===== config.mk =====
export PLATFORM = sky130hd
export DESIGN_NAME = led_sequencer
export DESIGN_NICKNAME = d
export VERILOG_FILES = /design/src/rtl/led_seq_pkg.sv /design/src/rtl/led_seq_channel.sv /design/src/rtl/led_sequencer.sv
export SDC_FILE = /design/constraint.sdc
export NUM_CORES = 1
export LEC_CHECK = 0
export CORE_MARGIN = 10
export CORE_UTILIZATION = 50
export DETAILED_ROUTE_END_ITERATION = 12
export PLACE_DENSITY = 0.75
export SETUP_SLACK_MARGIN = 0.2
export SLEW_MARGIN = 0
export SYNTH_ARGS = -nofsm -noshare
export SYNTH_HDL_FRONTEND = slang
export SYNTH_HIERARCHICAL = 1
export SYNTH_SLANG_ARGS = --single-unit

===== constraint.sdc =====
create_clock -name clk -period 2.8 [get_ports clk]
set_input_delay 0.42 -clock clk [delete_from_list [all_inputs] [get_ports clk]]
set_output_delay 0.42 -clock clk [all_outputs]
set_load 0.02 [all_outputs]

===== src/rtl/led_seq_pkg.sv =====
// ---------------------------------------------------------------------------
// led_seq_pkg
// Shared encodings for the LED colour sequencer: per-channel mode codes and
// the bounce direction flag.
// ---------------------------------------------------------------------------
package led_seq_pkg;

    localparam logic [1:0] MODE_HOLD   = 2'b00;
    localparam logic [1:0] MODE_UP     = 2'b01;
    localparam logic [1:0] MODE_DOWN   = 2'b10;
    localparam logic [1:0] MODE_BOUNCE = 2'b11;

    localparam logic DIR_UP = 1'b0;
    localparam logic DIR_DN = 1'b1;

endpackage


===== src/rtl/led_seq_channel.sv =====
// ---------------------------------------------------------------------------
// led_seq_channel
// One colour channel. Holds the colour code and the bounce direction and
// advances them on each tick according to the channel mode.
// Ports:
//   clk    - clock, all state on posedge
//   rst    - synchronous active-high reset (colour=LO, dir=UP)
//   tick   - single-cycle advance strobe from the prescaler
//   mode   - HOLD / UP / DOWN / BOUNCE, sampled on the tick edge
//   colour - registered colour code, always within [LO..HI]
// ---------------------------------------------------------------------------
module led_seq_channel
    import led_seq_pkg::*;
#(
    parameter int W  = 3,
    parameter int LO = 1,
    parameter int HI = 6
) (
    input  logic         clk,
    input  logic         rst,
    input  logic         tick,
    input  logic [1:0]   mode,
    output logic [W-1:0] colour
);

    localparam logic [W-1:0] LO_C  = W'(LO);
    localparam logic [W-1:0] HI_C  = W'(HI);
    // Turn-around targets for bounce; only meaningful when LO < HI.
    localparam logic [W-1:0] LO_P1 = W'(LO + 1);
    localparam logic [W-1:0] HI_M1 = W'(HI - 1);
    localparam logic [W-1:0] ONE_C = W'(1);

    logic [W-1:0] colour_r;
    logic [W-1:0] colour_nxt_s;
    logic         dir_r;
    logic         dir_nxt_s;

    // Next colour/direction for the next tick; wraps are explicit so the
    // W-bit arithmetic never overflows.
    always_comb begin
        colour_nxt_s = colour_r;
        dir_nxt_s    = dir_r;
        if (LO == HI) begin
            // Single legal code: every mode pins the colour.
            colour_nxt_s = LO_C;
        end else begin
            case (mode)
                MODE_HOLD: begin
                    colour_nxt_s = colour_r;
                end
                MODE_UP: begin
                    if (colour_r == HI_C) begin
                        colour_nxt_s = LO_C;
                    end else begin
                        colour_nxt_s = colour_r + ONE_C;
                    end
                end
                MODE_DOWN: begin
                    if (colour_r == LO_C) begin
                        colour_nxt_s = HI_C;
                    end else begin
                        colour_nxt_s = colour_r - ONE_C;
                    end
                end
                MODE_BOUNCE: begin
                    // Turn around without repeating the end value.
                    if (dir_r == DIR_UP) begin
                        if (colour_r == HI_C) begin
                            colour_nxt_s = HI_M1;
                            dir_nxt_s    = DIR_DN;
                        end else begin
                            colour_nxt_s = colour_r + ONE_C;
                        end
                    end else begin
                        if (colour_r == LO_C) begin
                            colour_nxt_s = LO_P1;
                            dir_nxt_s    = DIR_UP;
                        end else begin
                            colour_nxt_s = colour_r - ONE_C;
                        end
                    end
                end
                default: begin
                    colour_nxt_s = colour_r;
                end
            endcase
        end
    end

    // Colour and direction registers; reset wins over a coincident tick.
    always_ff @(posedge clk) begin
        if (rst) begin
            colour_r <= LO_C;
            dir_r    <= DIR_UP;
        end else if (tick) begin
            colour_r <= colour_nxt_s;
            dir_r    <= dir_nxt_s;
        end else begin
            colour_r <= colour_r;
            dir_r    <= dir_r;
        end
    end

    assign colour = colour_r;

endmodule


===== src/rtl/led_sequencer.sv =====
// ---------------------------------------------------------------------------
// led_sequencer
// Multi-channel LED colour sequencer. While the (synchronised) button is
// held, a prescaler emits a tick every div+1 cycles; each tick advances every
// channel by its own mode. Releasing the button freezes all colours.
// Ports:
//   clk    - clock, all state on posedge
//   rst    - synchronous active-high reset
//   button - asynchronous push-button, high = run
//   div    - tick period minus one (0 = tick every cycle), sampled each cycle
//   mode   - per-channel mode, channel i at [2i+1:2i]
//   colour - per-channel registered colour, channel i at [W*i+W-1:W*i]
//   step   - registered pulse, high in the cycle new colours first appear
// ---------------------------------------------------------------------------
module led_sequencer
    import led_seq_pkg::*;
#(
    parameter int W     = 3,
    parameter int NCH   = 2,
    parameter int LO    = 1,
    parameter int HI    = 6,
    parameter int DIV_W = 8
) (
    input  logic               clk,
    input  logic               rst,
    input  logic               button,
    input  logic [DIV_W-1:0]   div,
    input  logic [2*NCH-1:0]   mode,
    output logic [W*NCH-1:0]   colour,
    output logic               step
);

    localparam logic [DIV_W-1:0] CNT_ZERO = DIV_W'(0);
    localparam logic [DIV_W-1:0] CNT_ONE  = DIV_W'(1);

    logic             btn_meta_r;
    logic             btn_s_r;
    logic [DIV_W-1:0] cnt_r;
    logic [DIV_W-1:0] cnt_nxt_s;
    logic             tick_s;
    logic             step_r;

    // Two-flop synchroniser for the asynchronous button.
    always_ff @(posedge clk) begin
        if (rst) begin
            btn_meta_r <= 1'b0;
            btn_s_r    <= 1'b0;
        end else begin
            btn_meta_r <= button;
            btn_s_r    <= btn_meta_r;
        end
    end

    // Equality (not >=) on purpose: if div drops below cnt the counter runs
    // on and wraps through zero before the next tick.
    assign tick_s = btn_s_r && (cnt_r == div);

    // Prescaler next count: idle at zero while released, restart on tick.
    always_comb begin
        cnt_nxt_s = cnt_r;
        if (!btn_s_r) begin
            cnt_nxt_s = CNT_ZERO;
        end else if (tick_s) begin
            cnt_nxt_s = CNT_ZERO;
        end else begin
            cnt_nxt_s = cnt_r + CNT_ONE;
        end
    end

    // Prescaler counter and step pulse register.
    always_ff @(posedge clk) begin
        if (rst) begin
            cnt_r  <= CNT_ZERO;
            step_r <= 1'b0;
        end else begin
            cnt_r  <= cnt_nxt_s;
            step_r <= tick_s;
        end
    end

    assign step = step_r;

    for (genvar i = 0; i < NCH; i++) begin : g_ch
        led_seq_channel #(
            .W  (W),
            .LO (LO),
            .HI (HI)
        ) u_ch (
            .clk    (clk),
            .rst    (rst),
            .tick   (tick_s),
            .mode   (mode[2*i +: 2]),
            .colour (colour[W*i +: W])
        );
    end

endmodule

# == Yosys cells after proc, flatten, opt, wreduce, memory -nomap -nowiden ==
# Cells that the tools add are included.
# op_classes
n_addsub,5
eq_ne,11
muxes,18
bitwise,3
n_reduce_logical,8
# ops
operator,count
3-bit 2-to-1 mux,10
3-bit case mux with 3 select lines,2
8-bit by 1-bit adder with 8-bit output (second input constant),1
2-bit equality test (second input constant),4
8-bit equality test,1
2-bit AND reduction,4
3-bit by 1-bit adder with 3-bit output (second input constant),2
3-bit by 1-bit equality test with 1-bit output (second input constant),2
3-bit equality test (second input constant),2
1-bit 2-to-1 mux,6
3-bit by 1-bit subtractor with 3-bit output (second input constant),2
2-bit by 1-bit equality test with 1-bit output (second input constant),2
2-bit zero test,2
1-bit inverter,3
3-bit OR reduction,1
1-bit logical AND,1
# totals
regBits,19
input_bits,15
out_inout_bits,7
wordCells,53

# == Depth between registers and ports, before layout ==
# Gate-level depths: netlist of the first run.
# logic_depth
depth_word,4
ltp_mapped,8
depth_no_buf,7

# == Modules after synthesis ==
# Netlist of the first run, hierarchy kept.
# by_module_without_submodules
module,instances,cells_per_inst,area_per_inst_um2,seq_area_each_um2
led_seq_channel,2,48,396.6,80.1
led_sequencer,1,54,558.0,220.2

# == Least setup slack after synthesis of the first run ==
# Ideal clock, no wire load.
# synth_path
path_type,input port to flip-flop
from,input port div[7]
to,register g_ch[0].u_ch.colour_r[2]
t_arrival_ns,1.865
slack_ns,0.815
path_stages,6
path_buffers,0
cell_sequence,xor2_1 > nor4_4 > and3_2 > o21a_1 > o21ai_0 > o31a_1
# synth_between
elab_chain_len,3
# synth_lines
item,line_no,text
"start, declared",led_sequencer.sv:27,"input logic [DIV_W-1:0] div,"
8-bit equality test,led_sequencer.sv:56,assign tick_s = btn_s_r && (cnt_r == div);
1-bit logical AND,led_sequencer.sv:56,
via tick_s,led_sequencer.sv:40,logic tick_s;
2-bit AND reduction (no source line),-,
"end signal, assigned",led_seq_channel.sv:96,colour_r <= colour_nxt_s;
"end signal, assigned",led_seq_channel.sv:99,colour_r <= colour_r;
"end, declared",led_seq_channel.sv:33,logic [W-1:0] colour_r;
# The timed path passes the listed nets, and every way through them passes these cells.
# A chain may end at the register's enable or synchronous reset.

# == Final worst setup path of the first run ==
# Same ends and word-level chain as after synthesis.

==> summary by stage, run 1 <==
Cells and area
The final standard cell area without fillers is 0.00159 mm2. The number of antenna diodes in the final layout is 0. The layout net count is slightly below 200. Of the cells placed in the final design, the portion with a size suffix greater than 1 is 0.0819.

For this run, the number of standard cells in the final layout without fillers is ~200. The core occupancy in the finished layout is 0.629. The area overhead of the layout relative to synthesis is 17.5%.

Routing
The wire length per cell is 15.3 um. The number of antenna-violating nets in the routed design is 0. The detailed router finished its first iteration with 70 violations.

The routed design has roughly 3 mm of wire. In the routed design, unresolved DRC markers number 0. For this run, the detailed router's first-pass iteration total came to 4.

The routed layout has about 1200 vias. Dividing the detail-routed via count by the number of cells gives around 5.8.

Timing
Subtracting the final worst setup slack from the clock period gives 2040 ps. The post-route fraction of the period consumed by the critical path is 0.729. Setup violations remaining at the end of the flow were counted as 0.

The worst path setup slack after routing is 758 ps. The post-route worst hold slack is around 470 ps. On the final layout, the worst clock skew is roughly 4 ps. At the pin with the least slew margin, the transition time is ~440 ps.

The number of hold-slack violations in the final timing report was 0. In the final timing run, aggregate negative setup slack is 0 ps. Headroom to the max-slew limit came out at 0.708.

The number of pins with negative max-slew slack in the final report was 0. Setup repair after global routing left no endpoint under its margin. Based on the critical path, the design can be clocked at up to 0.490 GHz.

Clock network
Buffers added to address setup during post-CTS repair amount to 0. The clock-pin transition on the worst setup and hold timing paths is between 100 and 150 ps. The clock reaches the later pin of the worst-skew pair after roughly 300 ps.

The clock net in this run drives a total of 19 sinks. The CTS tree is done. The H-tree depth reported by CTS is 1.

The number of buffers created by CTS is 3. The maximum clock insertion buffer count is 2. The post-cts sizing count is 0. The master cell of the clock root buffer is clkbuf_4. Buffers inserted to repair hold after CTS numbered 0.

Yosys
In this run the cell area of the synthesized design comes to around 0.0014 mm2. Of all flip-flops after synthesis, the portion carrying an async set or reset was 0. The count of distinct cell types in the synthesized netlist is 36. After synthesis, the mean cell area works out to about 9.0 um2.

The number of enable flip-flop cells after synthesis is 0. During synthesis, Yosys emitted a total of 6 warnings. The number of instances in the synthesized netlist is 150.

The number of nets in the synthesized netlist is between 150 and 200. The predominant post-synthesis flop cell is dfxtp_1. The number of synthesized register bits is 19. The share of the Yosys chip area taken by registers is 0.281.

Placed design
Before CTS, the worst setup slack after placement is approximately 440 ps. Summing all placed instances gives a cell area of ~0.0016 mm2. The final weighted congestion in routability-driven placement is about 0.9. Buffers placed on the I/O ports in this run total 21.

The half-perimeter wire length after placement is 2.36 mm. The cell total after placement is between 150 and 200.

Floorplan
The die outline width is 72.0 um. Measured along the y axis, the die boundary spans 72.0 um. The area inside the core boundary is around 0.0025 mm2. The row count is 18. The starting density of the core is 0.536.

The die outline area is 0.00518 mm2. The number of top-level pins is 22.

Worst setup path
STA classifies the critical path startpoint as a primary input. The kind of end point of the critical path is a register. The cell class contributing the biggest share of worst-path delay is simple AND/OR/NAND/NOR gates.

The critical path class is in2reg. The worst endpoint data arrival time is around 2200 ps. The critical path goes through clkdlybuf4s50_1 > xor2_1 > nor4_4 > and3_2 > o21a_1 > o21ai_0 > o31a_1. On the worst path, the slowest cell contributes a delay of approximately 410 ps. The largest fanout of any net on the critical path is 10. For this design, the slowest cell found on the critical path is clkdlybuf4s50_1. The data required time at the worst endpoint is approximately 3000 ps. Counting both buffers and inverters, the worst setup path holds a total of 1.

Power
The maximum VDD drop is between 0.2 and 0.25 mV. The total power per unit cell area is just under 300 mW/mm2. Total power for the finished layout comes to around 470 uW. The static power due to leakage is between 0.6 and 0.7 nW.

Job
The tool flagged a number of max-cap violations equal to 0.

Global routing
The number of global-route vias before repair was roughly 1100. The total global routing overflow is 0. The combined global-route utilization of all metal layers is 0.122.

The number of antenna violations at the first check in global routing is 0. The global-route wire length before repair is 5.31 mm. Entering global routing, the biggest net connects 14 pins.

Run status
The flow ran to the end, and the final reports show no timing, DRC or antenna violations.

Worst hold path
The worst hold path belongs to the class reg2reg.
## report_power, final
| group | total [mW] | switching (mW) | internal (mW) |
|---|---|---|---|
| combinational | 0.0538 | 0.0246 | 0.0292 |
| sequential | 0.273 | 0.00143 | 0.272 |
| clock | 0.143 | 0.0874 | 0.0554 |
## worst paths after layout
check,from,end,cells after the start,slack (ps)
max reg2reg,cnt_r[2]$_SDFF_PP0_,g_ch[0].u_ch/colour[2]$_SDFFE_PP0P_,6,890
min reg2reg,btn_meta_r$_SDFF_PP0_,btn_s_r$_SDFF_PP0_,1,470
min,btn_meta_r$_SDFF_PP0_,btn_s_r$_SDFF_PP0_,1,470
max,div[7],g_ch[0].u_ch/colour[2]$_SDFFE_PP0P_,7,760
## synthesized netlist by cell type, types with 2 or more instances
cell type   n  share of area
a211oi_1    9          0.050
a21boi_0    2          0.011
a21oi_1     4          0.015
a221oi_1    3          0.019
a22o_2      2          0.015
a22oi_1     2          0.011
a31oi_1     2         0.0093
a41o_2      2          0.017
and2_4      2          0.013
buf_4       2          0.011
buf_6       3          0.025
dfxtp_1    19           0.28
ha_1       11           0.10
inv_1       8          0.022
mux2i_1     6          0.044
nand2_1     5          0.014
nand2b_1    7          0.032
nand3_1     4          0.015
nand3b_1    2          0.011
nand4_1     5          0.023
nor2_1     10          0.028
nor2b_1     2         0.0093
nor3_1      2         0.0074
nor4_4      2          0.031
o211ai_1    2          0.011
o21a_1      4          0.022
o21ai_0     5          0.019
o21ai_1     2         0.0074
o31a_1      2          0.013
or2_1       2         0.0093
or3_1       3          0.014
xor2_1     10          0.065
## placed cells by master (no fill, tap or decap), types with 3 or more instances in the layout
master,count
mux2i_1,6
nand4_1,5
nand3_1,4
a21oi_1,4
o21ai_0,5
clkbuf_4,3
a211oi_1,9
a221oi_1,3
inv_1,8
dfxtp_1,19
nand2_1,5
xor2_1,10
nor2_1,10
nand2b_1,7
or3_1,3
o21a_1,4
clkdlybuf4s50_1,21
ha_1,11
## routing by layer
metal,part of all wire,global-route usage
met2,0.46,0.191
met3,0.058,0.0354
met4,0.012,0.0452
met5,0,0
met1,0.47,0.153
## layout make-up
type | count | area [um2]
repair buffers | 23 | 225
clock buffers | 4 | 26.3
flip-flops and latches | 19 | 380
multi-input cells | 117 | 888
inverters | 8 | 30.0
fillers | 229 | 935
well taps | 30 | 37.5
## registers in the layout, summed over array words and instances (netlist names)
name,cells
cnt_r,8
g_ch.u_ch/colour,6
g_ch.u_ch/dir_r,2
btn_meta_r,1
btn_s_r,1
step,1
## worst reg2reg max path: stages (launching register included)
cell and delay [ps]:
dfxtp_1 480, xor2_1 150, nor4_4 240, and3_2 350, o21a_1 220, o21ai_0 100, o31a_1 280
## logic make-up after synthesis
| kind of cell | Yosys count | synth area share |
|---|---|---|
| xor gates and xnor gates | 11 | 0.0713 |
| muxes | 6 | 0.0444 |
| and+or+nand+nor | 48 | 0.220 |
| DFF | 19 | 0.281 |
| buffers and inverters | 14 | 0.0611 |
| AOI/OAI and AO/OA | 41 | 0.219 |
| adders and majority gates | 11 | 0.102 |
No activity file was read; power rests on OpenSTA's default activity.
==> inputs of run 2 (changes only) <==
clock period = 2.1 ns   (was 2.8 ns; I/O delays follow)
==> run 2 against run 1 <==
  * Via count grew 0.77%
  * Register-to-register slack lost 550 ps
  * First-iteration DRC count decreased by 16%
  * Critical path depth did not move
  * Clock skew up 0.87 ps
  * Critical path type unchanged
  * Largest power group unchanged
==> summary by stage, run 2 (synthesis results as in run 1) <==
Run status
The flow ran to the end, and the final reports show no timing, DRC or antenna violations.

Floorplan
The number of top-level pins is 22 (unchanged). The starting density of the core is 0.536 (unchanged). The area inside the core boundary is 0.00252 mm2 (unchanged). The die height is 72.0 um (unchanged). The die outline width came to 72.0 um (unchanged).

The die outline area is 0.00518 mm2 (unchanged). The row count is 18 (unchanged).

Routing
The iteration-0 DRC count of the detailed router is 59 (-16%). The wire length per cell is 14.6 um (-4.8%). The number of detailed-routing iterations run before antenna repair is 4 (unchanged). The number of antenna-violating nets in the routed design is 0 (unchanged). The ratio of routed vias to standard cells is 5.66 (-3.1%). The number of DRC violations after detailed routing is 0 (unchanged). The post-detailed-routing wire length was 3.05 mm (-1.0%). The total number of vias came to 1182 (+0.77%).

Power
The total power per unit cell area is 379 mW/mm2 (+28%). The static power due to leakage is 0.654 nW (+6.8%). The maximum VDD drop is 0.259 mV (+26%).

Cells and area
The proportion of layout cells with a drive suffix above 1 is 0.123 (+0.0410). The flip-flop count of the largest register, all copies and words added was 8 (unchanged). The final standard cell area without fillers is 0.00165 mm2 (+4.0%). The layout net count came to 206 (+4.0%). The number of inserted filler cells in the final layout is 227 (-0.87%).

The multi-input logic area is 892 um2 (+0.42%). The number of antenna cells inserted is 0 (unchanged). The register area was 380 um2 (unchanged). The area overhead of the layout relative to synthesis is 22.2%. Leaving out fill and tap cells, the most frequent cells in the layout are 21 x clkdlybuf4s50_1, 19 x dfxtp_1, 11 x ha_1. Leaving out fill and tap cells, the most frequent cell in the layout is clkdlybuf4s50_1. The register name with the most flops is cnt_r.

Worst hold path
The cell depth of the worst hold path came to 1 (unchanged). The worst min-delay path startpoint is btn_meta_r$_SDFF_PP0_. The worst hold endpoint is btn_s_r$_SDFF_PP0_. The min-delay analysis places its worst path in the category reg2reg.

Clock network
The CTS tree is done. The count of clock tree sinks is 19 (unchanged). The master cell of the clock root buffer is clkbuf_4. The post-cts sizing count is 0 (unchanged). The clock-pin transition on the worst setup and hold timing paths was 110 ps (about the same). The count of hold-fix buffers inserted at cts came to 0 (unchanged). The maximum clock insertion buffer count came to 2 (unchanged). The H-tree depth reported by CTS is 1 (unchanged). The number of buffers created by CTS is 3 (unchanged). The post-CTS setup-driven buffer insertion count is 0 (unchanged). The clock network latency to the later pin of the worst-skew pair is 300 ps (about the same).

Worst setup path
In this run the critical register-to-register path is captured at g_ch[0].u_ch/colour[2]$_SDFFE_PP0P_. The depth of the worst register-to-register path was 6 (unchanged). The data required time at the worst endpoint was 2300 ps (-700 ps). The worst endpoint data arrival time came to 2010 ps (-230 ps). The largest fanout of any net on the critical path was 6 (-4).

STA classifies the critical path startpoint as a primary input. The startpoint of the lowest-slack register-to-register path is cnt_r[6]$_SDFF_PP0_. The worst setup path is captured at a register. The critical path class is in2reg. The setup slack on the worst flop-to-flop path is 340 ps (-550 ps).

Placed design
The number of I/O port buffers is 21 (unchanged). The worst slack at placement came to -27.2 ps (-471 ps). The half-perimeter wire length after placement was 2.43 mm (+3.2%).

The final weighted congestion in routability-driven placement is 0.869 (-2.9%). The placed instance area is 0.00163 mm2 (+4.1%).

Global routing
The pin count of the biggest net entering global routing is 13 (-1). The number of antenna violations at the first check in global routing came to 0 (unchanged). The total global routing overflow is 0 (unchanged).

The number of global-route vias before repair came to 1159 (+0.96%). The combined global-route utilization of all metal layers is 0.116 (-0.00580). The global-route wire length before repair is 4.99 mm (-6.1%).

Timing
The final critical delay including setup and external delays is 1810 ps. The count of final setup violators is 0 (unchanged). The number of hold-slack violations in the final timing report is 0 (unchanged).

Setup repair after global routing left no endpoint under its margin. The transition time at the pin with the least slew margin is 328 ps (-109 ps). In the finished design, the share of the clock period the worst path needs comes to 0.862. The worst slew slack as a fraction of its limit is 0.780 (+0.0724). The maximum clock skew at final layout is 4.88 ps (+0.867 ps). The worst path setup slack after routing is 290 ps (-468 ps). The number of pins with negative max-slew slack in the final report is 0 (unchanged). Static timing analysis puts the maximum clock frequency at around 0.55 GHz.

Job
The max capacitance violation total is 0 (unchanged).
run 2: area by class of cell:
class / count / share of cell area
repair buffers: 31 / 0.173
multi-input cells: 117 / 0.540
flip-flops and latches: 19 / 0.230
well taps: 30 / 0.0227
clock buffers: 4 / 0.0159
inverters: 8 / 0.0182
run 2: through the flow:
step | power (mW) | utilization | std cells | setup TNS [ps] | hold slack (ps)
2_1_floorplan | 0.407 | - | 150 | 0 | 384
3_3_place_gp | 0.445 | 0.644 | 205 | 0 | 426
3_5_place_dp | 0.447 | 0.644 | 205 | -51.1 | 429
4_1_cts | 0.633 | 0.655 | 209 | 0 | 456
5_1_grt | 0.657 | 0.655 | 209 | 0 | 474
6_report | 0.626 | 0.655 | 209 | 0 | 454
run 2: power by group:
group	total, mW	switching [mW]	internal [mW]
Combinational	0.0742	0.0340	0.0403
Clock	0.188	0.114	0.0740
Sequential	0.364	0.00176	0.363
run 2: worst max-delay path by stage:
stage	slack, ps	from	end
global route	220	div[6]	g_ch[0].u_ch/colour[2]$_SDFFE_PP0P_
detailed placement	-30	div[6]	g_ch[0].u_ch/colour[2]$_SDFFE_PP0P_
CTS	290	div[6]	g_ch[0].u_ch/colour[2]$_SDFFE_PP0P_
finish	290	div[6]	g_ch[0].u_ch/colour[2]$_SDFFE_PP0P_
global placement	10	div[6]	g_ch[0].u_ch/colour[2]$_SDFFE_PP0P_
floorplan	230	cnt_r[4]$_SDFF_PP0_	g_ch[0].u_ch/colour[2]$_SDFFE_PP0P_
run 2: worst max-delay path, cell delays in order:
cell	delay, ps
clkdlybuf4s50_1	420
xor2_1	170
nor4_4	340
and3_4	270
o21a_1	140
o21ai_0	80
o31a_1	280
run 2: metal layers:
layer,global-route usage,part of all wire
met5,0,0
met4,0.0581,0.012
met3,0.0231,0.030
met2,0.198,0.48
met1,0.133,0.48
